==> config.mk <==
export PLATFORM = sky130hd
export DESIGN_NAME = bytelink_mem_target_flat
export DESIGN_NICKNAME = d
export VERILOG_FILES = /design/src/rtl/bytelink_mem_target_if.sv /design/src/rtl/bytelink_mem_target.sv /design/src/flat_wrapper.sv
export SDC_FILE = /design/constraint.sdc
export NUM_CORES = 1
export LEC_CHECK = 0
export ABC_AREA = 1
export CORE_UTILIZATION = 50
export DETAILED_ROUTE_END_ITERATION = 7
export PLACE_DENSITY = 0.79
export REMOVE_ABC_BUFFERS = 1
export SETUP_SLACK_MARGIN = 0.05
export SYNTH_ARGS = -nofsm -noshare
export SYNTH_HDL_FRONTEND = slang
export SYNTH_SLANG_ARGS = --single-unit
==> constraint.sdc <==
create_clock -name clk -period 2.4 [get_ports clk]
set_input_delay 0.48 -clock clk [delete_from_list [all_inputs] [get_ports clk]]
set_output_delay 0.48 -clock clk [all_outputs]
set_load 0.02 [all_outputs]
==> src/rtl/bytelink_mem_target_if.sv <==
// Purpose: link and memory-port signal bundle for bytelink_mem_target.
// Latency: none, wires only.
// Backpressure: the link side has none; the memory side stalls through mem_ready.
interface bytelink_mem_target_if #(
    parameter int ADDR_W = 32
);
    // Byte-serial link from the CPU-side handler
    logic              lk_start;
    logic              lk_rw;
    logic [7:0]        lk_addr;
    logic [7:0]        lk_wdata;
    logic [7:0]        lk_rdata;
    logic              lk_rvalid;
    logic              lk_err;
    logic              lk_overrun;

    // Single-beat local memory port
    logic [ADDR_W-1:0] mem_addr;
    logic [31:0]       mem_wdata;
    logic              mem_we;
    logic              mem_re;
    logic [31:0]       mem_rdata;
    logic              mem_ready;

    // Environment view: CPU link handler plus SRAM/peripheral decode
    modport master (
        output lk_start, lk_rw, lk_addr, lk_wdata, mem_rdata, mem_ready,
        input  lk_rdata, lk_rvalid, lk_err, lk_overrun,
        input  mem_addr, mem_wdata, mem_we, mem_re
    );

    // Target view: the memory-side endpoint itself
    modport slave (
        input  lk_start, lk_rw, lk_addr, lk_wdata, mem_rdata, mem_ready,
        output lk_rdata, lk_rvalid, lk_err, lk_overrun,
        output mem_addr, mem_wdata, mem_we, mem_re
    );
endinterface

==> src/rtl/bytelink_mem_target.sv <==
// Purpose: memory-side endpoint of the byte-serial link; gathers a 4-beat request, does one memory access, returns 4 response bytes.
// Latency: request at S+4, first response byte at R+1 (min 5 cycles after beat 0, 9-cycle frame); optional timeout via BYTELINK_TIMEOUT_EN.
// Backpressure: none toward the link (early lk_start is dropped and flagged in sticky lk_overrun); memory stalls via mem_ready.
module bytelink_mem_target #(
    parameter int ADDR_W         = 32,
    parameter int TIMEOUT_CYCLES = 255
) (
    input  logic                  clk,
    input  logic                  rst_n,
    bytelink_mem_target_if.slave  bus
);

    // Elaboration-time parameter sanity
    if (ADDR_W < 1 || ADDR_W > 32) begin : g_bad_addr_w
        $error("bytelink_mem_target: ADDR_W must be 1..32");
    end
    if (TIMEOUT_CYCLES < 1 || TIMEOUT_CYCLES > 65535) begin : g_bad_timeout
        $error("bytelink_mem_target: TIMEOUT_CYCLES must be 1..65535");
    end

    typedef enum logic [1:0] {
        IDLE    = 2'd0,
        COLLECT = 2'd1,
        MEM     = 2'd2,
        RESP    = 2'd3
    } state_t;

    // Everything captured from the link for one request
    typedef struct packed {
        logic        rw;
        logic [31:0] addr;
        logic [31:0] wdata;
    } frame_t;

    state_t      state_q;
    state_t      state_nxt;
    logic [1:0]  beat_q;        // beat index in COLLECT (1..3) and RESP (0..3)
    frame_t      frame_q;
    logic [23:0] resp_sh_q;     // response bytes 1..3 still to be sent
    logic [7:0]  lk_rdata_q;
    logic        lk_rvalid_q;
    logic        lk_overrun_q;
    logic        mem_we_q;
    logic        mem_re_q;

    logic        done;          // MEM finishes this cycle (ready or timeout)
    logic        timeout;
    logic        cap_en;
    logic [1:0]  cap_idx;
    logic        mem_we_nxt;
    logic        mem_re_nxt;
    logic        rvalid_nxt;
    logic [31:0] resp_word;

`ifdef BYTELINK_TIMEOUT_EN
    localparam logic [15:0] TMO_LAST = 16'(TIMEOUT_CYCLES - 1);

    logic [15:0] tmo_cnt_q;
    logic        lk_err_q;

    // Cycles spent in MEM; zero whenever outside MEM so every entry starts at 0
    always_ff @(posedge clk or negedge rst_n) begin
        if (!rst_n) begin
            tmo_cnt_q <= 16'd0;
        end else if (state_q != MEM) begin
            tmo_cnt_q <= 16'd0;
        end else begin
            tmo_cnt_q <= tmo_cnt_q + 16'd1;
        end
    end

    // Give up only on the last permitted cycle if memory still is not ready
    assign timeout = (state_q == MEM) && !bus.mem_ready && (tmo_cnt_q == TMO_LAST);

    // Error flag follows the response it belongs to and clears as RESP ends
    always_ff @(posedge clk or negedge rst_n) begin
        if (!rst_n) begin
            lk_err_q <= 1'b0;
        end else if (done) begin
            lk_err_q <= timeout;
        end else if (state_q == RESP && state_nxt != RESP) begin
            lk_err_q <= 1'b0;
        end
    end

    assign bus.lk_err = lk_err_q;
`else
    assign timeout    = 1'b0;
    assign bus.lk_err = 1'b0;
`endif

    // State register
    always_ff @(posedge clk or negedge rst_n) begin
        if (!rst_n) begin
            state_q <= IDLE;
        end else begin
            state_q <= state_nxt;
        end
    end

    // Next-state logic; lk_start only matters in IDLE
    always_comb begin
        state_nxt = state_q;
        case (state_q)
            IDLE:    if (bus.lk_start)    state_nxt = COLLECT;
            COLLECT: if (beat_q == 2'd3)  state_nxt = MEM;
            MEM:     if (done)            state_nxt = RESP;
            RESP:    if (beat_q == 2'd3)  state_nxt = IDLE;
            default:                      state_nxt = IDLE;
        endcase
    end

    // FSM outputs: capture strobes, completion, and next values of registered outputs
    always_comb begin
        done    = 1'b0;
        cap_en  = 1'b0;
        cap_idx = beat_q;
        case (state_q)
            IDLE: begin
                cap_en  = bus.lk_start;
                cap_idx = 2'd0;
            end
            COLLECT: cap_en = 1'b1;
            MEM:     done   = bus.mem_ready || timeout;
            default: ;
        endcase
        mem_we_nxt = (state_nxt == MEM) &&  frame_q.rw;
        mem_re_nxt = (state_nxt == MEM) && !frame_q.rw;
        rvalid_nxt = (state_nxt == RESP);
    end

    // Word returned to the link: all ones on timeout, zero for writes, else read data
    always_comb begin
        resp_word = 32'h0000_0000;
        if (timeout) begin
            resp_word = 32'hFFFF_FFFF;
        end else if (!frame_q.rw) begin
            resp_word = bus.mem_rdata;
        end
    end

    // Beat counter: 1..3 through COLLECT, 0..3 through RESP, held at 0 in MEM
    always_ff @(posedge clk or negedge rst_n) begin
        if (!rst_n) begin
            beat_q <= 2'd0;
        end else if (state_q == IDLE) begin
            beat_q <= bus.lk_start ? 2'd1 : 2'd0;
        end else if (state_q == COLLECT || state_q == RESP) begin
            beat_q <= beat_q + 2'd1;
        end
    end

    // Byte lane capture, LSB first; rw is taken only on the start beat
    always_ff @(posedge clk or negedge rst_n) begin
        if (!rst_n) begin
            frame_q <= '0;
        end else if (cap_en) begin
            frame_q.addr[{cap_idx, 3'b000} +: 8]  <= bus.lk_addr;
            frame_q.wdata[{cap_idx, 3'b000} +: 8] <= bus.lk_wdata;
            if (state_q == IDLE) begin
                frame_q.rw <= bus.lk_rw;
            end
        end
    end

    // Memory request strobes are registered so they rise at S+4 and drop at R+1
    always_ff @(posedge clk or negedge rst_n) begin
        if (!rst_n) begin
            mem_we_q <= 1'b0;
            mem_re_q <= 1'b0;
        end else begin
            mem_we_q <= mem_we_nxt;
            mem_re_q <= mem_re_nxt;
        end
    end

    // Response serializer: byte 0 loads on completion, the rest shift out one per beat
    always_ff @(posedge clk or negedge rst_n) begin
        if (!rst_n) begin
            lk_rdata_q  <= 8'h00;
            resp_sh_q   <= 24'h00_0000;
            lk_rvalid_q <= 1'b0;
        end else begin
            lk_rvalid_q <= rvalid_nxt;
            if (done) begin
                lk_rdata_q <= resp_word[7:0];
                resp_sh_q  <= resp_word[31:8];
            end else if (state_q == RESP) begin
                lk_rdata_q <= (state_nxt == RESP) ? resp_sh_q[7:0] : 8'h00;
                resp_sh_q  <= {8'h00, resp_sh_q[23:8]};
            end
        end
    end

    // Sticky flag for a frame start that arrived while busy
    always_ff @(posedge clk or negedge rst_n) begin
        if (!rst_n) begin
            lk_overrun_q <= 1'b0;
        end else if (bus.lk_start && state_q != IDLE) begin
            lk_overrun_q <= 1'b1;
        end
    end

    assign bus.lk_rdata   = lk_rdata_q;
    assign bus.lk_rvalid  = lk_rvalid_q;
    assign bus.lk_overrun = lk_overrun_q;
    assign bus.mem_we     = mem_we_q;
    assign bus.mem_re     = mem_re_q;
    assign bus.mem_addr   = frame_q.addr[ADDR_W-1:0];
    assign bus.mem_wdata  = frame_q.wdata;

endmodule

==> src/flat_wrapper.sv <==
// flat-port wrapper written by rule: the top's interface ports become plain ports
module bytelink_mem_target_flat 
#(
    parameter int ADDR_W         = 32,
    parameter int TIMEOUT_CYCLES = 255
)
  (clk, rst_n, bus_lk_start, bus_lk_rw, bus_lk_addr, bus_lk_wdata, bus_mem_rdata, bus_mem_ready, bus_lk_rdata, bus_lk_rvalid, bus_lk_err, bus_lk_overrun, bus_mem_addr, bus_mem_wdata, bus_mem_we, bus_mem_re);
  bytelink_mem_target_if #(.ADDR_W(ADDR_W)) bus_i ();
  input  logic clk;
  input  logic rst_n;
  input wire logic [$bits(bus_i.lk_start)-1:0] bus_lk_start;
  input wire logic [$bits(bus_i.lk_rw)-1:0] bus_lk_rw;
  input wire logic [$bits(bus_i.lk_addr)-1:0] bus_lk_addr;
  input wire logic [$bits(bus_i.lk_wdata)-1:0] bus_lk_wdata;
  input wire logic [$bits(bus_i.mem_rdata)-1:0] bus_mem_rdata;
  input wire logic [$bits(bus_i.mem_ready)-1:0] bus_mem_ready;
  output wire logic [$bits(bus_i.lk_rdata)-1:0] bus_lk_rdata;
  output wire logic [$bits(bus_i.lk_rvalid)-1:0] bus_lk_rvalid;
  output wire logic [$bits(bus_i.lk_err)-1:0] bus_lk_err;
  output wire logic [$bits(bus_i.lk_overrun)-1:0] bus_lk_overrun;
  output wire logic [$bits(bus_i.mem_addr)-1:0] bus_mem_addr;
  output wire logic [$bits(bus_i.mem_wdata)-1:0] bus_mem_wdata;
  output wire logic [$bits(bus_i.mem_we)-1:0] bus_mem_we;
  output wire logic [$bits(bus_i.mem_re)-1:0] bus_mem_re;
  assign bus_i.lk_start = bus_lk_start;
  assign bus_i.lk_rw = bus_lk_rw;
  assign bus_i.lk_addr = bus_lk_addr;
  assign bus_i.lk_wdata = bus_lk_wdata;
  assign bus_i.mem_rdata = bus_mem_rdata;
  assign bus_i.mem_ready = bus_mem_ready;
  assign bus_lk_rdata = bus_i.lk_rdata;
  assign bus_lk_rvalid = bus_i.lk_rvalid;
  assign bus_lk_err = bus_i.lk_err;
  assign bus_lk_overrun = bus_i.lk_overrun;
  assign bus_mem_addr = bus_i.mem_addr;
  assign bus_mem_wdata = bus_i.mem_wdata;
  assign bus_mem_we = bus_i.mem_we;
  assign bus_mem_re = bus_i.mem_re;
  bytelink_mem_target #(.ADDR_W(ADDR_W), .TIMEOUT_CYCLES(TIMEOUT_CYCLES)) u_core (.clk(clk), .rst_n(rst_n), .bus(bus_i));
endmodule
Word level (Yosys, flattened, before mapping)
Index checks and enable logic that the tools add are counted.
{"block": "word_totals", "in_bits": 53, "output_inout_bits": 77, "word_cells": 51, "register_bits": 105}
{"block": "op_classes", "shift": 3, "addsub": 2, "n_eq_ne": 6, "n_reduce_logical": 10, "muxes": 19}
{"operator": "32-bit bitwise mux", "n": 2}
{"operator": "8-bit by 7-bit indexed part select with 32-bit output", "n": 2}
{"operator": "24-bit two-way mux", "n": 2}
{"operator": "32-bit two-way mux", "n": 1}
{"operator": "8-bit by 7-bit variable shift with 32-bit output, first input constant", "n": 1}
{"operator": "8-bit two-way mux", "n": 3}
{"operator": "2-bit two-way mux", "n": 7}
{"operator": "2-bit == test, second input constant", "n": 5}
{"operator": "2-bit case mux with 4 select lines", "n": 1}
{"operator": "5-bit negation with 7-bit output", "n": 1}
{"operator": "2-bit nonzero test", "n": 3}
{"operator": "1-bit logical AND", "n": 3}
{"operator": "2-bit by 1-bit adder with 2-bit output, second input constant", "n": 1}
{"operator": "2-bit by 1-bit == test with 1-bit output, second input constant", "n": 1}
{"operator": "2-bit logical NOT", "n": 1}
{"operator": "1-bit two-way mux", "n": 2}
{"operator": "1-bit case mux with 2 select lines", "n": 1}
{"operator": "2-bit AND reduction", "n": 1}
{"operator": "1-bit logical NOT", "n": 1}
{"operator": "1-bit logical OR", "n": 1}

Depth between registers and ports, before layout
Gate-level depths: netlist (run 1).
{"block": "depth", "word_depth": 8, "mapped_depth": 13, "depth_no_buf": 10}

Worst setup path before layout (run 1)
OpenSTA, ideal clock, no wires.
{"block": "synth_path", "path_type": "register to register", "from": "register u_core.state_q[1]", "to": "register u_core.frame_q, in the netlist u_core.bus.mem_addr[6]", "arrival_time_ps": 1893, "setup_ps": 66, "path_slack_ps": 441, "t_required_ps": 2334, "path_buffers": 3, "path_stages_with_launch": 13, "path_cell_list": "dfrtp_1 buf_6 inv_6 nand2_2 nand2_4 buf_2 ha_1 buf_4 nor2_1 nand2_1 nor2_1 nand2_1 nand2_1"}
{"block": "synth_via", "elab_chain_len": 5, "elab_cells_between_ends": 8, "cone_classes": "add/sub: 1; eq/ne: 1; shift: 2; mux: 3; reduce/logical: 1"}
{"element": "from (decl)", "line_no": "bytelink_mem_target.sv:35", "text": "state_t state_q;"}
{"element": "from (signal assigned)", "line_no": "bytelink_mem_target.sv:97", "text": "state_q <= state_nxt;"}
{"element": "2-bit logical NOT", "line_no": "bytelink_mem_target.sv:118", "text": "case (state_q)"}
{"element": "2-bit two-way mux", "line_no": "bytelink_mem_target.sv:118"}
{"element": "5-bit negation with 7-bit output", "line_no": "bytelink_mem_target.sv:158", "text": "frame_q.addr[{cap_idx, 3'b000} +: 8] <= bus.lk_addr;"}
{"element": "8-bit by 7-bit indexed part select with 32-bit output or 8-bit by 7-bit variable shift with 32-bit output (tied branches)", "line_no": "bytelink_mem_target.sv:158"}
{"element": "32-bit bitwise mux", "line_no": "bytelink_mem_target.sv:158"}
{"element": "to (decl)", "line_no": "bytelink_mem_target.sv:38", "text": "frame_t frame_q;"}
Parallel ways exist; a longest one is shown, timed or not.
A chain may end at the register's enable or synchronous reset.

Final worst setup path (run 1)
{"block": "layout_path", "from": "register u_core.state_q[1]", "to": "register u_core.frame_q, in the netlist u_core.bus.mem_wdata[24]"}
{"block": "layout_via", "elab_chain_len": 5, "elab_cells_between_ends": 8, "cone_classes": "add/sub: 1; eq/ne: 1; shift: 2; mux: 3; reduce/logical: 1"}
{"element": "2-bit logical NOT", "line_no": "bytelink_mem_target.sv:118"}
{"element": "2-bit two-way mux", "line_no": "bytelink_mem_target.sv:118"}
{"element": "5-bit negation with 7-bit output", "line_no": "bytelink_mem_target.sv:159", "text": "frame_q.wdata[{cap_idx, 3'b000} +: 8] <= bus.lk_wdata;"}
{"element": "8-bit by 7-bit indexed part select with 32-bit output or 8-bit by 7-bit variable shift with 32-bit output (tied branches)", "line_no": "bytelink_mem_target.sv:159"}
{"element": "32-bit bitwise mux", "line_no": "bytelink_mem_target.sv:159"}
Parallel ways exist; a longest one is shown, timed or not.

==> tab_implementation.tex, run 1 <==
\begin{tabular}{lr}
\hline
Metric & Value \\
\hline
\multicolumn{2}{l}{\textbf{Run status}} \\
Outcome & finished clean \\
\multicolumn{2}{l}{\textbf{Timing}} \\
RSZ-0062 raised after global routing & yes \\
Timing-limited maximum frequency & 450 MHz \\
Worst Max-Slew Pin Slew & 0.718 ns \\
Max transition margin & 52.1\% \\
Final setup viols & 0 \\
Final clock skew & 0.00953 ns \\
Final WS setup & 0.177 ns \\
Final Cycle Share & 92.6\% \\
Final-report hold violation count & 0 \\
Max-slew violation count & 0 \\
Min Tclk post-route & 2.22 ns \\
\multicolumn{2}{l}{\textbf{Final layout}} \\
Area Growth Syn to Fin & 20.1\% \\
Number of fill cells in the layout & 911 \\
\# diodes & 0 \\
Final core utilization & 62.7\% \\
Fraction of layout cells with a size suffix above 1 & 6.13\% \\
Storage element area & 0.00263 mm\^{}2 \\
Nets & 774 \\
Multi-input combinational cell area & 0.00192 mm\^{}2 \\
\multicolumn{2}{l}{\textbf{Power}} \\
Largest vdd supply drop & 0.611 mV \\
Static leakage & 3.07 nW \\
Power Density & 1360 mW/mm\^{}2 \\
\multicolumn{2}{l}{\textbf{Critical path}} \\
Critical Path Slowest Stage Cell & dfrtp\_2 \\
Kind of launch point of the worst setup path & register \\
Largest stage delay on the critical path & 0.50 ns \\
Ordered list of cells on the worst path & inv\_6 > nand2\_2 > nand2\_4 > ha\_1 > clkinv\_1 > nand4\_1 > o21ai\_0 \\
Worst setup path class & register to register \\
Worst Path Max Fanout & 27 \\
CP delay by family, top & simple AND/OR/NAND/NOR gates \\
Reg-to-Reg Start & u\_core.state\_q[1]\$\_DFF\_PN0\_ \\
Worst Setup SP & u\_core.state\_q[1]\$\_DFF\_PN0\_ \\
Required time reported for the critical path endpoint & 2.63 ns \\
CP Capture Type & register \\
Critical path data arrival time & 2.46 ns \\
Worst path buffer plus inverter count & 2 \\
Worst flop-to-flop path endpoint & u\_core.bus.mem\_wdata[24]\$\_DFFE\_PN0P\_ \\
Internal reg-to-reg setup slack & 0.18 ns \\
Count of cells along the worst register-to-register path & 7 \\
\multicolumn{2}{l}{\textbf{Global routing}} \\
Met3 track demand over resource & 5.64\% \\
Met2 track utilization from global routing & 37.6\% \\
Most used routing layer & met2 \\
Overflow left after global routing & 0 \\
Global-route wire length before repair & 21.1 mm \\
Number of antenna violations at the first check in global routing & 0 \\
Number of global-route vias before repair & 4340 \\
Met1 track demand over resource & 32.6\% \\
Total routing resource utilization after global routing & 23.9\% \\
Maximum number of pins on one net before global-route repair & 55 \\
\multicolumn{2}{l}{\textbf{Logic synthesis}} \\
Cell area after synthesis & 0.00544 mm\^{}2 \\
Area share of the leading cell type in the synthesized netlist & 48.3\% \\
Count of mapped cells out of synthesis & 664 \\
Warning count from the yosys run & 0 \\
Most area-consuming cells after synthesis & dfrtp\_1, nand2\_1, buf\_4 \\
Netlist cell types & 29 \\
Part of the Yosys area used for sequential elements & 48.3\% \\
Avg Synthesized Cell Area & 8.19 um\^{}2 \\
Seq cells post-synth & 105 \\
Leading area contributor after synthesis & dfrtp\_1 \\
\multicolumn{2}{l}{\textbf{Clock tree}} \\
CTS Root Buffer Type & clkbuf\_8 \\
Setup bufs post-CTS & 0 \\
Post-CTS Resized & 0 \\
Clock tree from TritonCTS & built \\
Post-CTS clock slew at the launch and capture registers of the worst setup and hold paths & 0.09 ns \\
Number of buffers inserted during clock tree synthesis & 9 \\
Clock latency reported for the late side of the worst-skew pair & 0.36 ns \\
H-tree depth & 3 \\
Number of buffers added to fix hold violations after cts & 0 \\
Number of sinks on the clock net & 105 \\
Max Root-Sink Buffers & 2 \\
\multicolumn{2}{l}{\textbf{Floorplan}} \\
Die area & 0.0113 mm\^{}2 \\
Initial standard-cell utilization of the core & 52.2\% \\
FP Rows & 37 \\
Boundary Pins & 130 \\
DIE HEIGHT & 106 um \\
Width of the chip & 106 um \\
Core Footprint & 0.0104 mm\^{}2 \\
\multicolumn{2}{l}{\textbf{Routing}} \\
Average detailed-routed wire length per instance & 15.0 um \\
Detailed-route DRC error count & 0 \\
Total Wirelength & 12.8 mm \\
Drt initial violations & 263 \\
Via count & 4457 \\
Antenna Violating Nets Remaining & 0 \\
First-pass DRT Iterations & 4 \\
Vias per inst & 5.22 \\
\multicolumn{2}{l}{\textbf{Placed design}} \\
Weighted congestion at the end of routability-driven global placement & 0.921 \\
Quantity of I/O buffers inserted on ports & 128 \\
Worst slack after detailed placement & 0.112 ns \\
HPWL after detailed placement & 9.16 mm \\
\multicolumn{2}{l}{\textbf{Min path}} \\
Hold Crit Class & input port to async pin \\
\multicolumn{2}{l}{\textbf{Job}} \\
Max-cap violation count & 0 \\
\hline
\end{tabular}
[synth_stat cells, drive strengths merged]
master and instances:
o21ai 82, ha 6, conb 1, o21bai 1, inv 50, nand2 190
nand4 18, nor2 42, clkbuf 9, clkinv 4, nand3 40, dfrtp 105
buf 89, nor3 10, a21oi 17
[state kept, by name, indices dropped and copies added, names as in the netlist]
name / flops
u_core.state_q: 2
u_core.bus.lk_rvalid: 1
u_core.bus.mem_wdata: 32
u_core.bus.mem_we: 1
u_core.resp_sh_q: 24
u_core.bus.mem_addr: 32
u_core.bus.mem_re: 1
u_core.frame_q: 1
u_core.bus.lk_rdata: 8
u_core.bus.lk_overrun: 1
u_core.beat_q: 2
[layout make-up]
| cell class | count | area share, % |
|---|---|---|
| multi-input cells | 407 | 29.5 |
| well taps | 136 | 2.61 |
| flip-flops and latches | 105 | 40.3 |
| clock inverters | 3 | 0.996 |
| clock buffers | 11 | 2.32 |
| repair buffers | 138 | 21.1 |
| inverters | 54 | 3.26 |
[layout by cell type (no fill, tap or decap), drive strengths merged]
cell type      instances
nor2                  42
bufinv                 2
o21ai                 82
inv                   50
nand2                190
a21oi                 17
ha                     6
o21bai                 1
clkdlybuf4s50        127
nor3                  10
clkinv                 5
buf                   11
nand3                 40
nand4                 18
conb                   1
dfrtp                105
clkbuf                11
[metrics by stage]
stage          hold WS [ns]  cells  setup TNS [ns]  cell area [um^2]  power (mW)
2_1_floorplan         0.184    566           -1.31              4750        5.66
3_3_place_gp          0.456    840               0              6300        7.51
3_5_place_dp          0.460    840               0              6300        7.66
4_1_cts               0.183    854               0              6520        8.88
5_1_grt               0.205    854               0              6530        9.55
6_report              0.163    854               0              6530        8.88
[per-layer routing]
layer | part of all wire (%) | vias up
met3 | 7.9 | 17
li1 | - | 2148
met2 | 47 | 179
met5 | 0 | -
met1 | 43 | 2113
met4 | 1.7 | 0
[power by group]
part	switching, mW	leakage, nW	internal, mW
sequential	0.450	1.38	2.50
clock	0.572	0.111	0.632
combinational	2.96	1.58	1.77
total	3.98	3.07	4.90
[cell families (layout without fill, tap and decap cells)]
group                      after synthesis  count (layout)  share of synthesized area, %
and+or+nand+nor                        300             300                          24.4
buffers and inverters                  152             206                          16.5
DFF                                    105             105                          48.3
AOI/OAI and AO/OA                      100             100                          9.32
adders and majority gates                6               6                          1.38
other                                    1               1                        0.0690
[how the worst max path moves through the flow]
stage,slack [ns],cells after the start,to
global route,0.05,8,u_core.bus.mem_addr[23]$_DFFE_PN0P_
finish,0.18,7,u_core.bus.mem_wdata[24]$_DFFE_PN0P_
floorplan,-0.10,8,u_core.bus.mem_addr[15]$_DFFE_PN0P_
CTS,0.07,7,u_core.bus.mem_wdata[24]$_DFFE_PN0P_
detailed placement,0.11,7,u_core.bus.mem_wdata[26]$_DFFE_PN0P_
global placement,0.24,10,u_core.bus.mem_addr[4]$_DFFE_PN0P_
[worst reg2reg max path, stage by stage, from the launching register on]
cell	delay, ns
dfrtp_2	0.50
inv_6	0.10
nand2_2	0.11
nand2_4	0.18
ha_1	0.43
clkinv_1	0.31
nand4_1	0.33
o21ai_0	0.13
(Power assumes the default switching activity.)
==> inputs of run 2 (changes only) <==
Settings changed: CORE_ASPECT_RATIO from default to 0.7, CORE_MARGIN from default to 2.
==> tab_implementation.tex, run 2 (synthesis results as in run 1) <==
\begin{tabular}{lr}
\hline
Metric & Value \\
\hline
\multicolumn{2}{l}{\textbf{Power}} \\
Total Power & 9.06 mW (+2.0\%) \\
Largest vdd supply drop & 0.950 mV (+56\%) \\
Portion of total power attributed to combinational logic & 52.6\% (-0.7 points) \\
Static leakage & 3.07 nW (+0.30\%) \\
Seq pwr share & 32.6\% (-0.6 points) \\
Switching portion of total power & 45.2\% (+0.40 points) \\
NetSw & 4.10 mW (+2.9\%) \\
Power Density & 1380 mW/mm\^{}2 (+1.6\%) \\
Clock network power share & 14.8\% (+1.3 points) \\
Internal Dissipation & 4.96 mW (+1.3\%) \\
\multicolumn{2}{l}{\textbf{Timing}} \\
RSZ-0062 raised after global routing & yes \\
Max-slew violation count & 0 (unchanged) \\
Worst Max-Slew Pin Slew & 0.547 ns (-0.171 ns) \\
Final setup viols & 0 (unchanged) \\
Timing-limited maximum frequency & 450 MHz (about the same) \\
Max transition margin & 63.5\% (+11 points) \\
Final-report hold violation count & 0 (unchanged) \\
Final Cycle Share & 92.5\% (about the same) \\
Final clock skew & 0.00604 ns (-0.00348 ns) \\
Min Tclk post-route & 2.22 ns (-0.00177 ns) \\
\multicolumn{2}{l}{\textbf{Routing}} \\
Via count & 4464 (+0.16\%) \\
Detailed-route DRC error count & 0 (unchanged) \\
Total Wirelength & 13.2 mm (+3.4\%) \\
Antenna Violating Nets Remaining & 0 (unchanged) \\
Average detailed-routed wire length per instance & 15.5 um (+3.5\%) \\
Vias per inst & 5.23 (+0.27\%) \\
Drt initial violations & 456 (+73\%) \\
First-pass DRT Iterations & 4 (unchanged) \\
\multicolumn{2}{l}{\textbf{Critical path}} \\
Worst Path Max Fanout & 27 (unchanged) \\
Worst setup path class & register to register \\
Worst path buffer plus inverter count & 2 (unchanged) \\
Count of cells along the worst register-to-register path & 8 (+1) \\
Crit. path cell count & 8 (+1) \\
Kind of launch point of the worst setup path & register \\
CP Capture Type & register \\
Critical path data arrival time & 2.47 ns (about the same) \\
Ordered list of cells on the worst path & inv\_6 > nand2\_2 > nand2\_4 > ha\_1 > clkinv\_1 > nor2\_1 > nand2\_1 > o21ai\_0 \\
Critical Path Slowest Stage Cell & dfrtp\_2 \\
CP delay by family, top & simple AND/OR/NAND/NOR gates \\
Largest stage delay on the critical path & 0.49 ns (about the same) \\
Required time reported for the critical path endpoint & 2.65 ns (+0.02 ns) \\
\multicolumn{2}{l}{\textbf{Final layout}} \\
Number of fill cells in the layout & 892 (-2.1\%) \\
Most frequent cells in the layout & nand2\_1, clkdlybuf4s50\_1, dfrtp\_1 \\
Post-route design area & 0.00656 mm\^{}2 (+0.44\%) \\
Most frequent standard cell in the layout excluding fill and tap cells & nand2\_1 \\
Area Growth Syn to Fin & 20.6\% \\
Nets & 775 (+0.13\%) \\
\# diodes & 0 (unchanged) \\
Finished Layout Cells & 853 (-0.12\%) \\
Fraction of layout cells with a size suffix above 1 & 6.10\% (-0.025 points) \\
\multicolumn{2}{l}{\textbf{Global routing}} \\
Maximum number of pins on one net before global-route repair & 58 (+5.5\%) \\
Met2 track utilization from global routing & 35.1\% (-2.5 points) \\
Overflow left after global routing & 0 (unchanged) \\
Total routing resource utilization after global routing & 23.3\% (-0.62 points) \\
Number of global-route vias before repair & 4267 (-1.7\%) \\
Most used routing layer & met2 \\
Global-route wire length before repair & 21.7 mm (+2.7\%) \\
Met3 track demand over resource & 4.24\% (-1.4 points) \\
Met1 track demand over resource & 34.4\% (+1.7 points) \\
Number of antenna violations at the first check in global routing & 0 (unchanged) \\
\multicolumn{2}{l}{\textbf{Floorplan}} \\
FP Rows & 31 (-16\%) \\
DIE HEIGHT & 91.2 um (-14\%) \\
Width of the chip & 129 um (+21\%) \\
Die area & 0.0117 mm\^{}2 (+3.9\%) \\
Core Footprint & 0.0105 mm\^{}2 (+0.54\%) \\
Initial standard-cell utilization of the core & 51.9\% (-0.28 points) \\
Boundary Pins & 130 (unchanged) \\
\multicolumn{2}{l}{\textbf{Clock tree}} \\
CTS Root Buffer Type & clkbuf\_16 \\
Number of buffers added to fix hold violations after cts & 0 (unchanged) \\
Clock latency reported for the late side of the worst-skew pair & 0.34 ns (-0.02 ns) \\
Clock tree from TritonCTS & built \\
Number of sinks on the clock net & 105 (unchanged) \\
H-tree depth & 3 (unchanged) \\
Max Root-Sink Buffers & 2 (unchanged) \\
Post-CTS clock slew at the launch and capture registers of the worst setup and hold paths & 0.07 ns (-0.02 ns) \\
Number of buffers inserted during clock tree synthesis & 9 (unchanged) \\
\multicolumn{2}{l}{\textbf{Placed design}} \\
Weighted congestion at the end of routability-driven global placement & 0.855 (-7.1\%) \\
Quantity of I/O buffers inserted on ports & 128 (unchanged) \\
Placed instance area & 0.00628 mm\^{}2 (-0.28\%) \\
Cell count after placement & 836 (-0.48\%) \\
HPWL after detailed placement & 9.46 mm (+3.3\%) \\
\multicolumn{2}{l}{\textbf{Run status}} \\
Outcome & finished clean \\
\multicolumn{2}{l}{\textbf{Min path}} \\
Hold Crit Class & input port to async pin \\
\multicolumn{2}{l}{\textbf{Job}} \\
Max-cap violation count & 0 (unchanged) \\
\hline
\end{tabular}
[run 2: layout make-up]
cell class                      instances  area [um^2]  area share [%]
Sequential cell                       105         2630            40.1
Multi-Input combinational cell        407         1910            29.2
Timing Repair Buffer                  139         1370            20.9
Clock buffer                           11          233            3.55
Inverter                               54          213            3.24
Tap cell                              132          165            2.52
Clock inverter                          5         32.5           0.496
[run 2: power groups by stage]
stage          clock, mW  sequential [mW]  combinational (mW)
6_report            1.34             2.96                4.76
5_1_grt             1.45             3.04                5.23
4_1_cts             1.36             2.95                4.74
3_5_place_dp           0             2.98                4.71
3_3_place_gp           0             2.95                4.60
2_1_floorplan          0             3.52                2.14
[run 2: repair_timing]
action                                  in CTS  in global routing
gates resized for setup                      0                  1
buffers inserted                             0                  1
pin swaps                                    1                  1
endpoints found under the setup margin       3                 36
hold endpoints to repair                     0                  0
cloned                                       0                  0
[run 2: final timing paths]
kind                                                   from                                    to  slack [ns]
max                             u_core.state_q[1]$_DFF_PN0_  u_core.bus.mem_wdata[23]$_DFFE_PN0P_        0.18
min reg2reg                u_core.resp_sh_q[18]$_DFFE_PN0P_      u_core.resp_sh_q[18]$_DFFE_PN0P_        0.48
min                                                   rst_n  u_core.bus.mem_wdata[17]$_DFFE_PN0P_        0.09
max reg2reg                     u_core.state_q[1]$_DFF_PN0_  u_core.bus.mem_wdata[23]$_DFFE_PN0P_        0.18
min in group clk           u_core.resp_sh_q[18]$_DFFE_PN0P_      u_core.resp_sh_q[18]$_DFFE_PN0P_        0.48
max in group asynchronous                             rst_n   u_core.bus.mem_addr[16]$_DFFE_PN0P_        1.65
[run 2: routing by layer]
layer | wire length [um] | share of wire [%] | vias to the layer above
li1 | - | - | 2155
met1 | 6040 | 46 | 2140
met2 | 6210 | 47 | 147
met3 | 734 | 5.6 | 22
met4 | 222 | 1.7 | 0
met5 | 0 | 0 | -
[run 2: stage by stage]
step / worst slack (ns) / setup TNS [ns] / hold slack, ns / util [%]
CTS: 0.0564 / 0 / 0.0981 / 62.5
global placement: 0.199 / 0 / 0.458 / 60.0
global route: 0.0222 / 0 / 0.111 / 62.6
finish: 0.179 / 0 / 0.0855 / 62.6
floorplan: -0.105 / -1.31 / 0.184 / -
detailed placement: 0.0390 / 0 / 0.461 / 60.0
==> inputs of run 3 (changes only) <==
Settings changed: CAP_MARGIN from default to 20, SETUP_SLACK_MARGIN 0.05 to default.
==> tab_implementation.tex, run 3 (synthesis results as in run 1) <==
\begin{tabular}{lr}
\hline
Metric & Value \\
\hline
\multicolumn{2}{l}{\textbf{Floorplan}} \\
Core Footprint & 0.0105 mm\^{}2 (unchanged) \\
DIE HEIGHT & 91.2 um (unchanged) \\
Width of the chip & 129 um (unchanged) \\
Initial standard-cell utilization of the core & 51.9\% (unchanged) \\
FP Rows & 31 (unchanged) \\
Boundary Pins & 130 (unchanged) \\
Die area & 0.0117 mm\^{}2 (unchanged) \\
\multicolumn{2}{l}{\textbf{Timing}} \\
Hold\_ws & 0.0856 ns (+0.000137 ns) \\
Final Cycle Share & 92.5\% (about the same) \\
Min Tclk post-route & 2.22 ns (-0.000303 ns) \\
Final WS setup & 0.179 ns (+0.000303 ns) \\
Final-report hold violation count & 0 (unchanged) \\
Final clock skew & 0.00595 ns (-0.0000869 ns) \\
Max-slew violation count & 0 (unchanged) \\
Final setup viols & 0 (unchanged) \\
Max transition margin & 63.4\% (about the same) \\
Setup TNS Final & 0 ns (unchanged) \\
Worst Max-Slew Pin Slew & 0.548 ns (+0.000948 ns) \\
RSZ-0062 raised after global routing & no \\
Timing-limited maximum frequency & 450 MHz (about the same) \\
\multicolumn{2}{l}{\textbf{Routing}} \\
First-pass DRT Iterations & 5 (+1) \\
Via count & 4469 (+0.11\%) \\
Average detailed-routed wire length per instance & 15.5 um (about the same) \\
Total Wirelength & 13.2 mm (about the same) \\
Vias per inst & 5.24 (+0.11\%) \\
Drt initial violations & 450 (-1.3\%) \\
Antenna Violating Nets Remaining & 0 (unchanged) \\
Detailed-route DRC error count & 0 (unchanged) \\
\multicolumn{2}{l}{\textbf{Power}} \\
Static leakage & 3.07 nW (unchanged) \\
Internal Dissipation & 4.96 mW (about the same) \\
Power Density & 1380 mW/mm\^{}2 (about the same) \\
Largest vdd supply drop & 0.953 mV (+0.22\%) \\
NetSw & 4.09 mW (-0.10\%) \\
Portion of total power attributed to combinational logic & 52.6\% (about the same) \\
Clock network power share & 14.8\% (about the same) \\
Switching portion of total power & 45.2\% (about the same) \\
Seq pwr share & 32.7\% (about the same) \\
\multicolumn{2}{l}{\textbf{Critical path}} \\
Worst path buffer plus inverter count & 2 (unchanged) \\
Internal reg-to-reg setup slack & 0.18 ns (about the same) \\
CP Capture Type & register \\
Ordered list of cells on the worst path & inv\_6 > nand2\_2 > nand2\_4 > ha\_1 > clkinv\_1 > nor2\_1 > nand2\_1 > o21ai\_0 \\
Worst Path Max Fanout & 27 (unchanged) \\
Worst Setup SP & u\_core.state\_q[1]\$\_DFF\_PN0\_ \\
Critical Path Slowest Stage Cell & dfrtp\_2 \\
Largest stage delay on the critical path & 0.49 ns (about the same) \\
Count of cells along the worst register-to-register path & 8 (unchanged) \\
CP delay by family, top & simple AND/OR/NAND/NOR gates \\
Kind of launch point of the worst setup path & register \\
Critical path data arrival time & 2.47 ns (about the same) \\
Worst flop-to-flop path endpoint & u\_core.bus.mem\_wdata[23]\$\_DFFE\_PN0P\_ \\
Worst setup path class & register to register \\
Reg-to-Reg Start & u\_core.state\_q[1]\$\_DFF\_PN0\_ \\
Required time reported for the critical path endpoint & 2.65 ns (about the same) \\
\multicolumn{2}{l}{\textbf{Global routing}} \\
Global-route wire length before repair & 21.7 mm (unchanged) \\
Number of antenna violations at the first check in global routing & 0 (unchanged) \\
Number of global-route vias before repair & 4266 (-0.023\%) \\
Maximum number of pins on one net before global-route repair & 58 (unchanged) \\
Total routing resource utilization after global routing & 23.3\% (unchanged) \\
Overflow left after global routing & 0 (unchanged) \\
\multicolumn{2}{l}{\textbf{Final layout}} \\
Storage element area & 0.00263 mm\^{}2 (unchanged) \\
\# diodes & 0 (unchanged) \\
Fraction of layout cells with a size suffix above 1 & 6.10\% (unchanged) \\
Most frequent cells in the layout & nand2\_1, clkdlybuf4s50\_1, dfrtp\_1 \\
Multi-input combinational cell area & 0.00191 mm\^{}2 (unchanged) \\
Area Growth Syn to Fin & 20.6\% (unchanged) \\
Number of fill cells in the layout & 892 (unchanged) \\
Most frequent standard cell in the layout excluding fill and tap cells & nand2\_1 \\
Nets & 775 (unchanged) \\
Post-route design area & 0.00656 mm\^{}2 (unchanged) \\
\multicolumn{2}{l}{\textbf{Min path}} \\
Hold Crit Class & input port to async pin \\
\multicolumn{2}{l}{\textbf{Clock tree}} \\
Clock tree from TritonCTS & built \\
CTS Root Buffer Type & clkbuf\_16 \\
H-tree depth & 3 (unchanged) \\
Max Root-Sink Buffers & 2 (unchanged) \\
Number of buffers inserted during clock tree synthesis & 9 (unchanged) \\
Post-CTS clock slew at the launch and capture registers of the worst setup and hold paths & 0.07 ns (about the same) \\
Number of sinks on the clock net & 105 (unchanged) \\
Clock latency reported for the late side of the worst-skew pair & 0.34 ns (about the same) \\
\multicolumn{2}{l}{\textbf{Run status}} \\
Outcome & finished clean \\
\multicolumn{2}{l}{\textbf{Placed design}} \\
Placed instance area & 0.00628 mm\^{}2 (unchanged) \\
HPWL after detailed placement & 9.46 mm (unchanged) \\
Quantity of I/O buffers inserted on ports & 128 (unchanged) \\
Weighted congestion at the end of routability-driven global placement & 0.855 (unchanged) \\
Worst slack after detailed placement & 0.0390 ns (unchanged) \\
\multicolumn{2}{l}{\textbf{Job}} \\
Max-cap violation count & 0 (unchanged) \\
\hline
\end{tabular}
## run 3: power by group through the flow
stage	Clock [mW]	Sequential (mW)	Combinational [mW]
3_5_place_dp	0	2.98	4.71
3_3_place_gp	0	2.95	4.60
5_1_grt	1.45	3.04	5.23
4_1_cts	1.36	2.95	4.74
2_1_floorplan	0	3.52	2.14
6_report	1.34	2.96	4.76
## run 3: metrics by stage
step | util (%) | power (mW) | instances
floorplan | - | 5.66 | 566
global placement | 60.0 | 7.54 | 836
detailed placement | 60.0 | 7.69 | 836
CTS | 62.5 | 9.06 | 852
global route | 62.6 | 9.72 | 853
finish | 62.6 | 9.06 | 853
## run 3: how the worst max path moves through the flow
stage / endpoint / slack [ns] / depth (start not counted)
5_1_grt: u_core.bus.mem_addr[8]$_DFFE_PN0P_ / 0.02 / 8
3_3_place_gp: u_core.bus.mem_wdata[25]$_DFFE_PN0P_ / 0.20 / 7
4_1_cts: u_core.bus.mem_wdata[25]$_DFFE_PN0P_ / 0.02 / 7
3_5_place_dp: u_core.bus.mem_wdata[25]$_DFFE_PN0P_ / 0.04 / 7
2_1_floorplan: u_core.bus.mem_addr[15]$_DFFE_PN0P_ / -0.10 / 8
6_report: u_core.bus.mem_wdata[23]$_DFFE_PN0P_ / 0.18 / 8
## run 3: layer usage
metal  vias up  wire length (um)  GRT usage, %
met1      2142              6050          34.4
li1       2153                 -             -
met3        22               732          4.24
met4         0               222          6.88
met2       152              6190          35.1
met5         -                 0             0
## run 3: timing repair
action                                  4_1_cts  5_1_grt
endpoints found under the setup margin        0       32
hold buffers                                  0        0
gates resized for setup                       0        1
buffers inserted                              0        1
## run 3: final cells by class
class,count,share of cell area [%]
flip-flops and latches,105,40.1
well taps,132,2.52
multi-input cells,407,29.2
inverters,54,3.24
clock inverters,5,0.496
repair buffers,139,20.9
clock buffers,11,3.55
